===== src/rtl/sr_32_if.sv =====
// Bus bundle for the sr_32 serial-in / parallel-out shift register.
// The host side uses the master modport to drive the serial stream and load
// command. The register itself uses the slave modport and returns the held
// word and its status.
interface sr_32_if #(
  parameter int WIDTH = 32
);

  logic             serdata;
  logic             serdata_enable;
  logic             output_enable;
  logic [WIDTH-1:0] parallel_out;
  logic [5:0]       bit_count;
  logic             word_full;

  modport master (
    output serdata,
    output serdata_enable,
    output output_enable,
    input  parallel_out,
    input  bit_count,
    input  word_full
  );

  modport slave (
    input  serdata,
    input  serdata_enable,
    input  output_enable,
    output parallel_out,
    output bit_count,
    output word_full
  );

endinterface


===== src/rtl/sr_32.sv =====
// Serial-in / parallel-out shift register.
// Serial bits arrive MSB-first and are shifted in on enabled edges. A load
// command copies the assembled word into a held parallel register. A status
// counter tracks bits received since reset and saturates at WIDTH.
// Every output comes straight from a flop.
module sr_32 #(
  parameter int WIDTH = 32
) (
  input logic   serdata_clock,
  input logic   serdata_reset,
  sr_32_if.slave bus
);

  // The status counter is 6 bits wide, so it can only express a full word
  // for WIDTH values up to 63.
  localparam logic [5:0] FULL_COUNT = 6'(WIDTH);

  logic [WIDTH-1:0] shift_reg;
  logic [WIDTH-1:0] parallel_reg;
  logic [5:0]       count_reg;
  logic [5:0]       count_next;
  logic             full_reg;

  // Saturating count of enabled shift edges. It holds once it reaches a full word.
  always_comb begin
    // NOTE: every always_comb output gets a default first so no path can infer a latch.
    count_next = count_reg;
    if (bus.serdata_enable && (count_reg != FULL_COUNT)) begin
      count_next = count_reg + 6'd1;
    end
  end

  // Serial capture: shift MSB-first and update the status counter and full flag.
  always_ff @(posedge serdata_clock or posedge serdata_reset) begin
    if (serdata_reset) begin
      shift_reg <= '0;
      count_reg <= '0;
      full_reg  <= 1'b0;
    end else begin
      if (bus.serdata_enable) begin
        shift_reg <= {shift_reg[WIDTH-2:0], bus.serdata};
      end
      count_reg <= count_next;
      full_reg  <= (count_next == FULL_COUNT);
    end
  end

  // Parallel load: copy the shift register on command, and hold it otherwise.
  always_ff @(posedge serdata_clock or posedge serdata_reset) begin
    if (serdata_reset) begin
      parallel_reg <= '0;
    end else if (bus.output_enable) begin
      // NOTE: non-blocking assignment means this reads shift_reg as it was before
      // this edge, so a shift and a load on the same edge capture the pre-shift word.
      parallel_reg <= shift_reg;
    end
  end

  assign bus.parallel_out = parallel_reg;
  assign bus.bit_count    = count_reg;
  assign bus.word_full    = full_reg;

endmodule


===== src/flat_wrapper.sv =====
// flat-port wrapper written by rule: the top's interface ports become plain ports
module sr_32_flat 
#(
  parameter int WIDTH = 32
)
  (serdata_clock, serdata_reset, bus_serdata, bus_serdata_enable, bus_output_enable, bus_parallel_out, bus_bit_count, bus_word_full);
  sr_32_if #(.WIDTH(WIDTH)) bus_i ();
  input logic serdata_clock;
  input logic serdata_reset;
  input wire logic [$bits(bus_i.serdata)-1:0] bus_serdata;
  input wire logic [$bits(bus_i.serdata_enable)-1:0] bus_serdata_enable;
  input wire logic [$bits(bus_i.output_enable)-1:0] bus_output_enable;
  output wire logic [$bits(bus_i.parallel_out)-1:0] bus_parallel_out;
  output wire logic [$bits(bus_i.bit_count)-1:0] bus_bit_count;
  output wire logic [$bits(bus_i.word_full)-1:0] bus_word_full;
  assign bus_i.serdata = bus_serdata;
  assign bus_i.serdata_enable = bus_serdata_enable;
  assign bus_i.output_enable = bus_output_enable;
  assign bus_parallel_out = bus_i.parallel_out;
  assign bus_bit_count = bus_i.bit_count;
  assign bus_word_full = bus_i.word_full;
  sr_32 #(.WIDTH(WIDTH)) u_core (.serdata_clock(serdata_clock), .serdata_reset(serdata_reset), .bus(bus_i));
endmodule

===== config.mk =====
export PLATFORM = sky130hd
export DESIGN_NAME = sr_32_flat
export DESIGN_NICKNAME = d
export VERILOG_FILES = /design/src/rtl/sr_32_if.sv /design/src/rtl/sr_32.sv /design/src/flat_wrapper.sv
export SDC_FILE = /design/constraint.sdc
export NUM_CORES = 1
export LEC_CHECK = 0
export CORE_MARGIN = 3
export CORE_UTILIZATION = 55
export CTS_BUF_LIST = sky130_fd_sc_hd__clkbuf_2
export CTS_CLUSTER_DIAMETER = 60
export DETAILED_ROUTE_END_ITERATION = 8
export MAX_ROUTING_LAYER = met4
export PLACE_DENSITY = 0.78
export SETUP_SLACK_MARGIN = 0.02
export SYNTH_ARGS = -nofsm -noshare
export SYNTH_HDL_FRONTEND = slang
export SYNTH_SLANG_ARGS = --single-unit

===== constraint.sdc =====
create_clock -name serdata_clock -period 3.2 [get_ports serdata_clock]
set_clock_uncertainty 0.05 [all_clocks]
set_input_delay 0.64 -clock serdata_clock [delete_from_list [all_inputs] [get_ports serdata_clock]]
set_output_delay 0.64 -clock serdata_clock [all_outputs]
set_load 0.1 [all_outputs]

==> impl_metrics.json, run 1 <==
{
  "wl_met2_mm": 2.136,
  "synth.area.top_cells": "dfrtp_1, mux2_2, buf_2",
  "gr-total-overflow": 0,
  "core_mm2": 0.004786,
  "period_needed_ns": 2.082,
  "postRouteAntennaNets": 0,
  "final_cell_mix": "dfrtp_1, mux2_2, buf_4",
  "setup_tns_ns": 0,
  "synth-xor-area-share_pct": 1.870,
  "rr_worst_depth": 5,
  "synth_fa_ha_area_share_pct": 0.9120,
  "drc_errors": 0,
  "clock-sinks": 71,
  "synth-simple-area-share_pct": 3.192,
  "finalSetupViolCount": 0,
  "top_layer_used": "met4",
  "finalHoldViolations": 0,
  "layout-drive-gt1-share_pct": 55.41,
  "root_buffer": "clkbuf_2",
  "cp-end-kind": "output port",
  "synth_top_family_by_area": "multiplexers",
  "fp.dieArea_mm2": 0.005872,
  "clockBufferDepth": 2,
  "detail_route.vias_per_cell": 5.090,
  "crit_chain": "buf_4",
  "clk_latency_ns": 0.47,
  "arrival_ns": 1.39,
  "grt_use_total_pct": 17.66,
  "worstReg2RegStart": "u_core.bus.bit_count[0]",
  "grt_setup_unrepaired": "false",
  "crit_family": "flip-flops",
  "wl_mm": 4.454,
  "dp_hpwl_mm": 2.983,
  "routedWlPerCell_um": 15.41,
  "status": "completed",
  "post-route-period-util_pct": 65.06,
  "grt_start_max_net_pins": 45,
  "hp-class": "input pin to async pin",
  "r2r_end": "u_core.bus.bit_count[1]",
  "yosysSeqAreaShare_pct": 64.75,
  "port_buffers": 43,
  "cts_buffers": 9,
  "syn_area_per_cell_um2": 16.33,
  "drtPass1Iterations": 2,
  "yosys.area.top_type": "dfrtp_1",
  "yosysUniqueCellTypes": 20,
  "cts_resized": 0,
  "vias": 1471,
  "maxSlewHeadroom_pct": 62.02,
  "drv_cap": 0,
  "post_cts.repair.setup_buffers": 0,
  "wl_met3_um": 190,
  "netlist_area_mm2": 0.002744,
  "clkTransAtPathRegs_ns": 0.18,
  "crit_start": "u_core.bus.bit_count[0]",
  "grt_pass1_vias": 1616,
  "critical_path_class": "register to output port",
  "r2r_setup_slack_ns": 1.48,
  "syn_inst": 168,
  "critPathRequiredTime_ns": 2.51,
  "cts_tree": "yes",
  "placementRows": 25,
  "synth-compound-area-share_pct": 0.7752,
  "final_common_cell": "dfrtp_1",
  "initial_core_util_pct": 57.33,
  "wl_met1_mm": 2.040,
  "first_iter_violations": 89,
  "cp-endpoint": "bus_bit_count[0]",
  "io_pins": 44,
  "startpoint_type": "register",
  "die_y_um": 76.63,
  "path_depth": 1,
  "path_buf_inv": 1,
  "syn_to_final_growth_pct": 18.56,
  "fmax_mhz": 480.3,
  "synth_mux_area_share_pct": 26.68,
  "hold_buffers": 0,
  "die_w_um": 76.63,
  "nets": 224,
  "crit_path_max_fanout": 7,
  "yosys_warnings": 0,
  "ys_seq_elements": 71,
  "tightest_slew_ns": 0.5689,
  "critPathSlowestCell": "dfrtp_1",
  "synth_top_cell_area_share_pct": 64.75,
  "gp_congestion": 0.7988,
  "maxSlewViolCount": 0,
  "synth_nets": 175,
  "antenna_found_initial": 0,
  "n_antenna_cell": 0,
  "grt_pass1_wl_mm": 7.838,
  "htreeDepth": 3,
  "cp_slowest_stage_delay_ns": 0.57
}
## final cells by class
class	instances	area [µm²]
sequential	71	1777
fill	351	1533
multi-input combinational	86	917.1
timing repair buffer	46	362.8
tap	67	83.83
clock inverter	6	51.30
clock buffer	10	50.05
inverter	3	11.26
## worst min path at each step
stage,endpoint,start
after floorplan,u_core.shift_reg[31],u_core.shift_reg[31]
after global placement,u_core.bus.parallel_out[25],u_core.bus.parallel_out[25]
after detailed placement,u_core.bus.parallel_out[25],u_core.bus.parallel_out[25]
after CTS,u_core.bus.parallel_out[2],serdata_reset
after global routing,u_core.shift_reg[4],serdata_reset
final,u_core.bus.parallel_out[3],serdata_reset
## stage by stage
stage / std cells / utilization, % / hold WS [ns] / area (µm²) / setup slack (ns)
floorplan: 168 / - / 0.4250 / 2744 / 0.7134
global placement: 273 / 65.86 / 0.4218 / 3152 / 1.170
detailed placement: 273 / 65.86 / 0.4357 / 3152 / 1.120
CTS: 289 / 67.97 / 0.4467 / 3253 / 1.093
global route: 289 / 67.97 / 0.4656 / 3253 / 1.027
finish: 289 / 67.97 / 0.4561 / 3253 / 1.118
## cells by family (layout without fill, tap and decap cells)
kind of cell / Yosys count / in the layout
flops: 71 / 71
fa+ha+maj: 2 / 2
simple gates: 12 / 12
xor+xnor: 5 / 5
mux: 65 / 65
buf+inv: 11 / 65
compound gates: 2 / 2
## per-layer routing
| layer | track usage (%) | vias up |
|---|---|---|
| met1 | 22.31 | 751 |
| li1 | - | 679 |
| met4 | 7.790 | 0 |
| met2 | 26.19 | 33 |
| met5 | - | - |
| met3 | 5.792 | 8 |
## cells in the mapped netlist
| master | n |
|---|---|
| and4b_1 | 1 |
| buf_2 | 7 |
| clkbuf_1 | 1 |
| dfrtp_1 | 71 |
| ha_1 | 2 |
| inv_1 | 3 |
| mux2_1 | 3 |
| mux2_2 | 62 |
| nand2_1 | 2 |
| nand3b_1 | 2 |
| nand4_1 | 1 |
| nand4_4 | 1 |
| nor2_1 | 3 |
| nor2_4 | 1 |
| nor3_1 | 1 |
| o2bb2ai_1 | 1 |
| o31ai_2 | 1 |
| xnor2_1 | 3 |
| xor2_1 | 1 |
| xor2_2 | 1 |
Power of run 1 is left out: the tool's default activity adds up to more than one toggle a clock period on the data nets, which glitch-free logic cannot reach.
==> run 2: changes to the inputs <==
--- a/config.mk
+++ b/config.mk
@@ -6,12 +6,12 @@
 export NUM_CORES = 1
 export LEC_CHECK = 0
 export CORE_MARGIN = 3
-export CORE_UTILIZATION = 55
+export CORE_UTILIZATION = 50
 export CTS_BUF_LIST = sky130_fd_sc_hd__clkbuf_2
 export CTS_CLUSTER_DIAMETER = 60
 export DETAILED_ROUTE_END_ITERATION = 8
 export MAX_ROUTING_LAYER = met4
-export PLACE_DENSITY = 0.78
+export PLACE_DENSITY = 0.74
 export SETUP_SLACK_MARGIN = 0.02
 export SYNTH_ARGS = -nofsm -noshare
 export SYNTH_HDL_FRONTEND = slang
==> constraint.sdc (replaced) <==
create_clock -name serdata_clock -period 1.71 [get_ports serdata_clock]
set_clock_uncertainty 0.05 [all_clocks]
set_input_delay 0.342 -clock serdata_clock [delete_from_list [all_inputs] [get_ports serdata_clock]]
set_output_delay 0.342 -clock serdata_clock [all_outputs]
set_load 0.1 [all_outputs]
==> run 2 against run 1 <==
Net effect: the run now ends with setup timing left; die area grew 9.2%; register-to-register slack lost 1.5 ns; sequential share of layout area shrank 8.1 points; routed wire length grew 10%; hold slack lost 0.32 ns; final cell count grew 3.8%; cell area grew 18%; critical endpoint is now u_core.bus.word_full; largest cell class unchanged.
==> impl_metrics.json, run 2 (synthesis gave the netlist of run 1 again) <==
{
  "grt_setup_unrepaired": "true",
  "tightest_slew_ns": 0.4003,
  "cts_tree": "yes",
  "cts_buffers": 9,
  "crit_path_max_fanout": 3,
  "maxSlewHeadroom_pct": 73.26,
  "drc_errors": 0,
  "placementRows": 26,
  "antenna_found_initial": 0,
  "routedWlPerCell_um": 16.35,
  "io_pins": 44,
  "drv_cap": 0,
  "final_common_cell": "dfrtp_1",
  "startpoint_type": "register",
  "wl_mm": 4.905,
  "drtPass1Iterations": 4,
  "grt_start_max_net_pins": 33,
  "clock-sinks": 71,
  "finalHoldViolations": 0,
  "hp-class": "input pin to async pin",
  "first_iter_violations": 54,
  "finalSetupViolCount": 1,
  "cp-end-kind": "register",
  "grt_pass1_wl_mm": 8.217,
  "holdWs_ns": 0.1369,
  "setup_slack_ns": -0.01323,
  "place_inst": 281,
  "cp_slowest_stage_delay_ns": 0.52,
  "gr-total-overflow": 0,
  "clockBufferDepth": 2,
  "detail_route.vias_per_cell": 5.133,
  "vias": 1540,
  "clkTransAtPathRegs_ns": 0.18,
  "critPathSlowestCell": "dfrtp_4",
  "use_met3_pct": 4.596,
  "grt_busiest_layer": "met2",
  "htreeDepth": 3,
  "gp_congestion": 0.8168,
  "die_w_um": 80.08,
  "layout-drive-gt1-share_pct": 60.00,
  "syn_to_final_growth_pct": 40.17,
  "dp_hpwl_mm": 3.453,
  "violations": "setup timing",
  "grt_pass1_vias": 1710,
  "post-route-period-util_pct": 100.8,
  "postRouteAntennaNets": 0,
  "maxSlewViolCount": 0,
  "met1_usage_pct": 21.72,
  "arrival_ns": 2.05,
  "port_buffers": 43,
  "design_area_mm2": 0.003846,
  "period_needed_ns": 1.723,
  "initial_core_util_pct": 52.72,
  "crit_chain": "buf_6 -> buf_4 -> ha_1 -> nand2_1 -> xor2_1 -> nor2_1 -> and4b_1",
  "n_antenna_cell": 0,
  "die_y_um": 80.08,
  "status": "finished, violations left",
  "place_area_mm2": 0.003722,
  "use_met2_pct": 27.48,
  "nets": 233,
  "root_buffer": "clkbuf_2",
  "clk_latency_ns": 0.47,
  "final_cells": 300,
  "critPathRequiredTime_ns": 2.03,
  "fmax_mhz": 580.3,
  "final_cell_mix": "dfrtp_1, mux2_2, buf_12",
  "critical_path_class": "register to register",
  "fp.dieArea_mm2": 0.006413,
  "grt_use_total_pct": 17.76,
  "core_mm2": 0.005205
}
-- run 2: worst paths after layout --
| path | from | end | slack [ns] | depth (start not counted) |
|---|---|---|---|---|
| min | serdata_reset | u_core.bus.parallel_out[23] | 0.14 | 2 |
| max reg2reg | u_core.bus.bit_count[0] | u_core.bus.word_full | -0.01 | 7 |
| max | u_core.bus.bit_count[0] | u_core.bus.word_full | -0.01 | 7 |
| min reg2reg | u_core.shift_reg[31] | u_core.bus.parallel_out[31] | 0.50 | 1 |
| min in group serdata_clock | bus_serdata_enable | u_core.bus.bit_count[4] | 0.24 | 3 |
| max in group asynchronous | serdata_reset | u_core.bus.bit_count[2] | 1.00 | 3 |
-- run 2: cell type report --
| class | instances | area, µm² |
|---|---|---|
| sequential | 71 | 1789 |
| fill | 337 | 1359 |
| timing repair buffer | 55 | 950.9 |
| multi-input combinational | 86 | 929.6 |
| tap | 70 | 87.58 |
| clock buffer | 9 | 45.04 |
| clock inverter | 6 | 28.78 |
| inverter | 3 | 15.01 |
-- run 2: timing repair --
action	4_1_cts	5_1_grt
resized for setup	3	1
endpoints found under the setup margin	3	4
buffers inserted	3	1
hold buffers	0	0
-- run 2: layer usage --
metal  up-vias  wire length [µm]  share of wire, %
li1        711                 -                 -
met1       777              2148                44
met2        41              2423                49
met3        11               213               4.3
met4         0               120               2.4
met5         -                 0                 0
-- run 2: through the flow --
step                util [%]  worst slack, ns   TNS (ns)
finish                 73.89         -0.01323   -0.01323
CTS                    73.68        -0.001412  -0.001412
floorplan                  -         -0.06329   -0.06329
global placement       71.51           0.1129          0
global route           73.89         -0.03949    -0.1018
detailed placement     71.51          0.04757          0
-- run 2: worst max-delay path: cells and delay by family, from the launching register on --
| family | cells | cell delay [ns] |
|---|---|---|
| DFF | 1 | 0.52 |
| and+or+nand+nor | 3 | 0.50 |
| buffers and inverters | 2 | 0.28 |
| adders and majority gates | 1 | 0.21 |
| xor gates and xnor gates | 1 | 0.07 |
Power of run 2 is left out for the same reason.
==> run 3: changes to the inputs <==
--- a/config.mk
+++ b/config.mk
@@ -6,12 +6,12 @@
 export NUM_CORES = 1
 export LEC_CHECK = 0
 export CORE_MARGIN = 3
-export CORE_UTILIZATION = 50
+export CORE_UTILIZATION = 34
 export CTS_BUF_LIST = sky130_fd_sc_hd__clkbuf_2
 export CTS_CLUSTER_DIAMETER = 60
 export DETAILED_ROUTE_END_ITERATION = 8
 export MAX_ROUTING_LAYER = met4
-export PLACE_DENSITY = 0.74
+export PLACE_DENSITY = 0.53
 export SETUP_SLACK_MARGIN = 0.02
 export SYNTH_ARGS = -nofsm -noshare
 export SYNTH_HDL_FRONTEND = slang
==> constraint.sdc (replaced) <==
create_clock -name serdata_clock -period 1.5 [get_ports serdata_clock]
set_clock_uncertainty 0.05 [all_clocks]
set_input_delay 0.3 -clock serdata_clock [delete_from_list [all_inputs] [get_ports serdata_clock]]
set_output_delay 0.3 -clock serdata_clock [all_outputs]
set_load 0.1 [all_outputs]
==> run 3 against run 2 <==
Net effect: the flow still finishes with violations (setup timing); non-clock buffer count rose by 6; worst setup slack worse by 0.092 ns; critical path type is now register to output port; critical endpoint is now bus_bit_count[0]; routed wire length rose by 1.8%.
==> impl_metrics.json, run 3 (synthesis gave the netlist of run 1 again) <==
{
  "status": "finished, violations left",
  "violations": "setup timing",
  "grt_pass1_vias": 1681,
  "layout-drive-gt1-share_pct": 62.03,
  "cts_tree": "yes",
  "grt_setup_unrepaired": "true",
  "place_ws_ns": -0.09959,
  "clockBufferDepth": 2,
  "htreeDepth": 3,
  "wl_mm": 4.993,
  "tightest_slew_ns": 0.3415,
  "regArea_mm2": 0.001789,
  "die_y_um": 95.84,
  "io_pins": 44,
  "post-route-period-util_pct": 107.0,
  "n_antenna_cell": 0,
  "period_needed_ns": 1.605,
  "fp.dieArea_mm2": 0.009184,
  "hp-class": "input pin to async pin",
  "critPathRequiredTime_ns": 1.15,
  "gr-total-overflow": 0,
  "n_fill_cell": 671,
  "maxSlewHeadroom_pct": 77.23,
  "placementRows": 32,
  "final_cell_mix": "dfrtp_1, mux2_2, buf_12",
  "core_mm2": 0.007767,
  "die_w_um": 95.84,
  "first_iter_violations": 33,
  "clk_latency_ns": 0.46,
  "grt_pass1_wl_mm": 8.293,
  "cp-end-kind": "output port",
  "detail_route.vias_per_cell": 4.525,
  "routedWlPerCell_um": 14.73,
  "root_buffer": "clkbuf_2",
  "syn_to_final_growth_pct": 44.73,
  "dp_hpwl_mm": 3.451,
  "finalSetupViolCount": 5,
  "nets": 239,
  "cts_buffers": 9,
  "clock-sinks": 71,
  "grt_start_max_net_pins": 45,
  "maxSlewViolCount": 0,
  "finalHoldViolations": 0,
  "final_common_cell": "dfrtp_1",
  "port_buffers": 43,
  "clkTransAtPathRegs_ns": 0.19,
  "critical_path_class": "register to output port",
  "drv_cap": 0,
  "drtPass1Iterations": 2,
  "vias": 1534,
  "holdWs_ns": 0.1728,
  "startpoint_type": "register",
  "grt_use_total_pct": 12.28,
  "drc_errors": 0,
  "gp_congestion": 0.8106,
  "setup_slack_ns": -0.1054,
  "initial_core_util_pct": 35.33,
  "antenna_found_initial": 0,
  "arrival_ns": 1.26,
  "multiInputGateArea_um2": 938.4,
  "postRouteAntennaNets": 0,
  "fmax_mhz": 622.9,
  "crit_path_max_fanout": 3
}
[run 3: cell types whose count changed in the layout (fill, tap and decap cells not counted), sizes merged]
cell,delta
buf,+6
clkbuf,+1
clkinvlp,-1
bufinv,+1
[run 3: final timing paths]
path	startpoint	endpoint	slack, ns	cells after the start
worst min register to register	u_core.shift_reg[31]	u_core.shift_reg[31]	0.48	1
worst min-delay path	serdata_reset	u_core.shift_reg[17]	0.17	3
worst max register to register	u_core.bus.bit_count[0]	u_core.bus.bit_count[1]	-0.08	5
min in group serdata_clock	bus_serdata_enable	u_core.bus.bit_count[3]	0.18	3
max in group asynchronous	serdata_reset	u_core.shift_reg[24]	0.91	3
worst max-delay path	u_core.bus.bit_count[0]	bus_bit_count[0]	-0.11	2
[run 3: cell type report]
cell class	instances	share of cell area, %
Sequential cell	71	45.05
Timing Repair Buffer	61	25.17
Multi-Input combinational cell	86	23.63
Tap cell	102	3.214
Clock inverter	6	1.292
Clock buffer	10	1.260
Inverter	3	0.3781
[run 3: critical path, stage by stage (launching register included)]
cell	delay (ns)
dfrtp_4	0.52
buf_6	0.13
buf_12	0.16
[run 3: per-layer routing]
metal	vias up	share of wire (%)	track usage, %	wire length (µm)
li1	714	-	-	-
met1	780	47	15.51	2322
met2	33	48	18.70	2383
met3	7	4.2	2.737	209
met4	0	1.6	6.043	78
met5	-	0	-	0
[run 3: through the flow]
| step | std cells | instance area, µm² | utilization (%) | TNS (ns) |
|---|---|---|---|---|
| 3_3_place_gp | 314 | 3770 | 48.53 | -1.932 |
| 3_5_place_dp | 314 | 3770 | 48.53 | -2.396 |
| 2_1_floorplan | 168 | 2760 | - | -0.4428 |
| 5_1_grt | 339 | 3971 | 51.13 | -1.309 |
| 6_report | 339 | 3971 | 51.13 | -0.3579 |
| 4_1_cts | 338 | 3964 | 51.03 | -0.5329 |
[run 3: what timing repair did]
item | in CTS | in global routing
setup endpoints to repair | 23 | 40
pin swaps | 3 | 1
gates resized for setup | 6 | 0
hold buffers | 0 | 0
buffers inserted | 8 | 1
Power of run 3 is left out for the same reason.
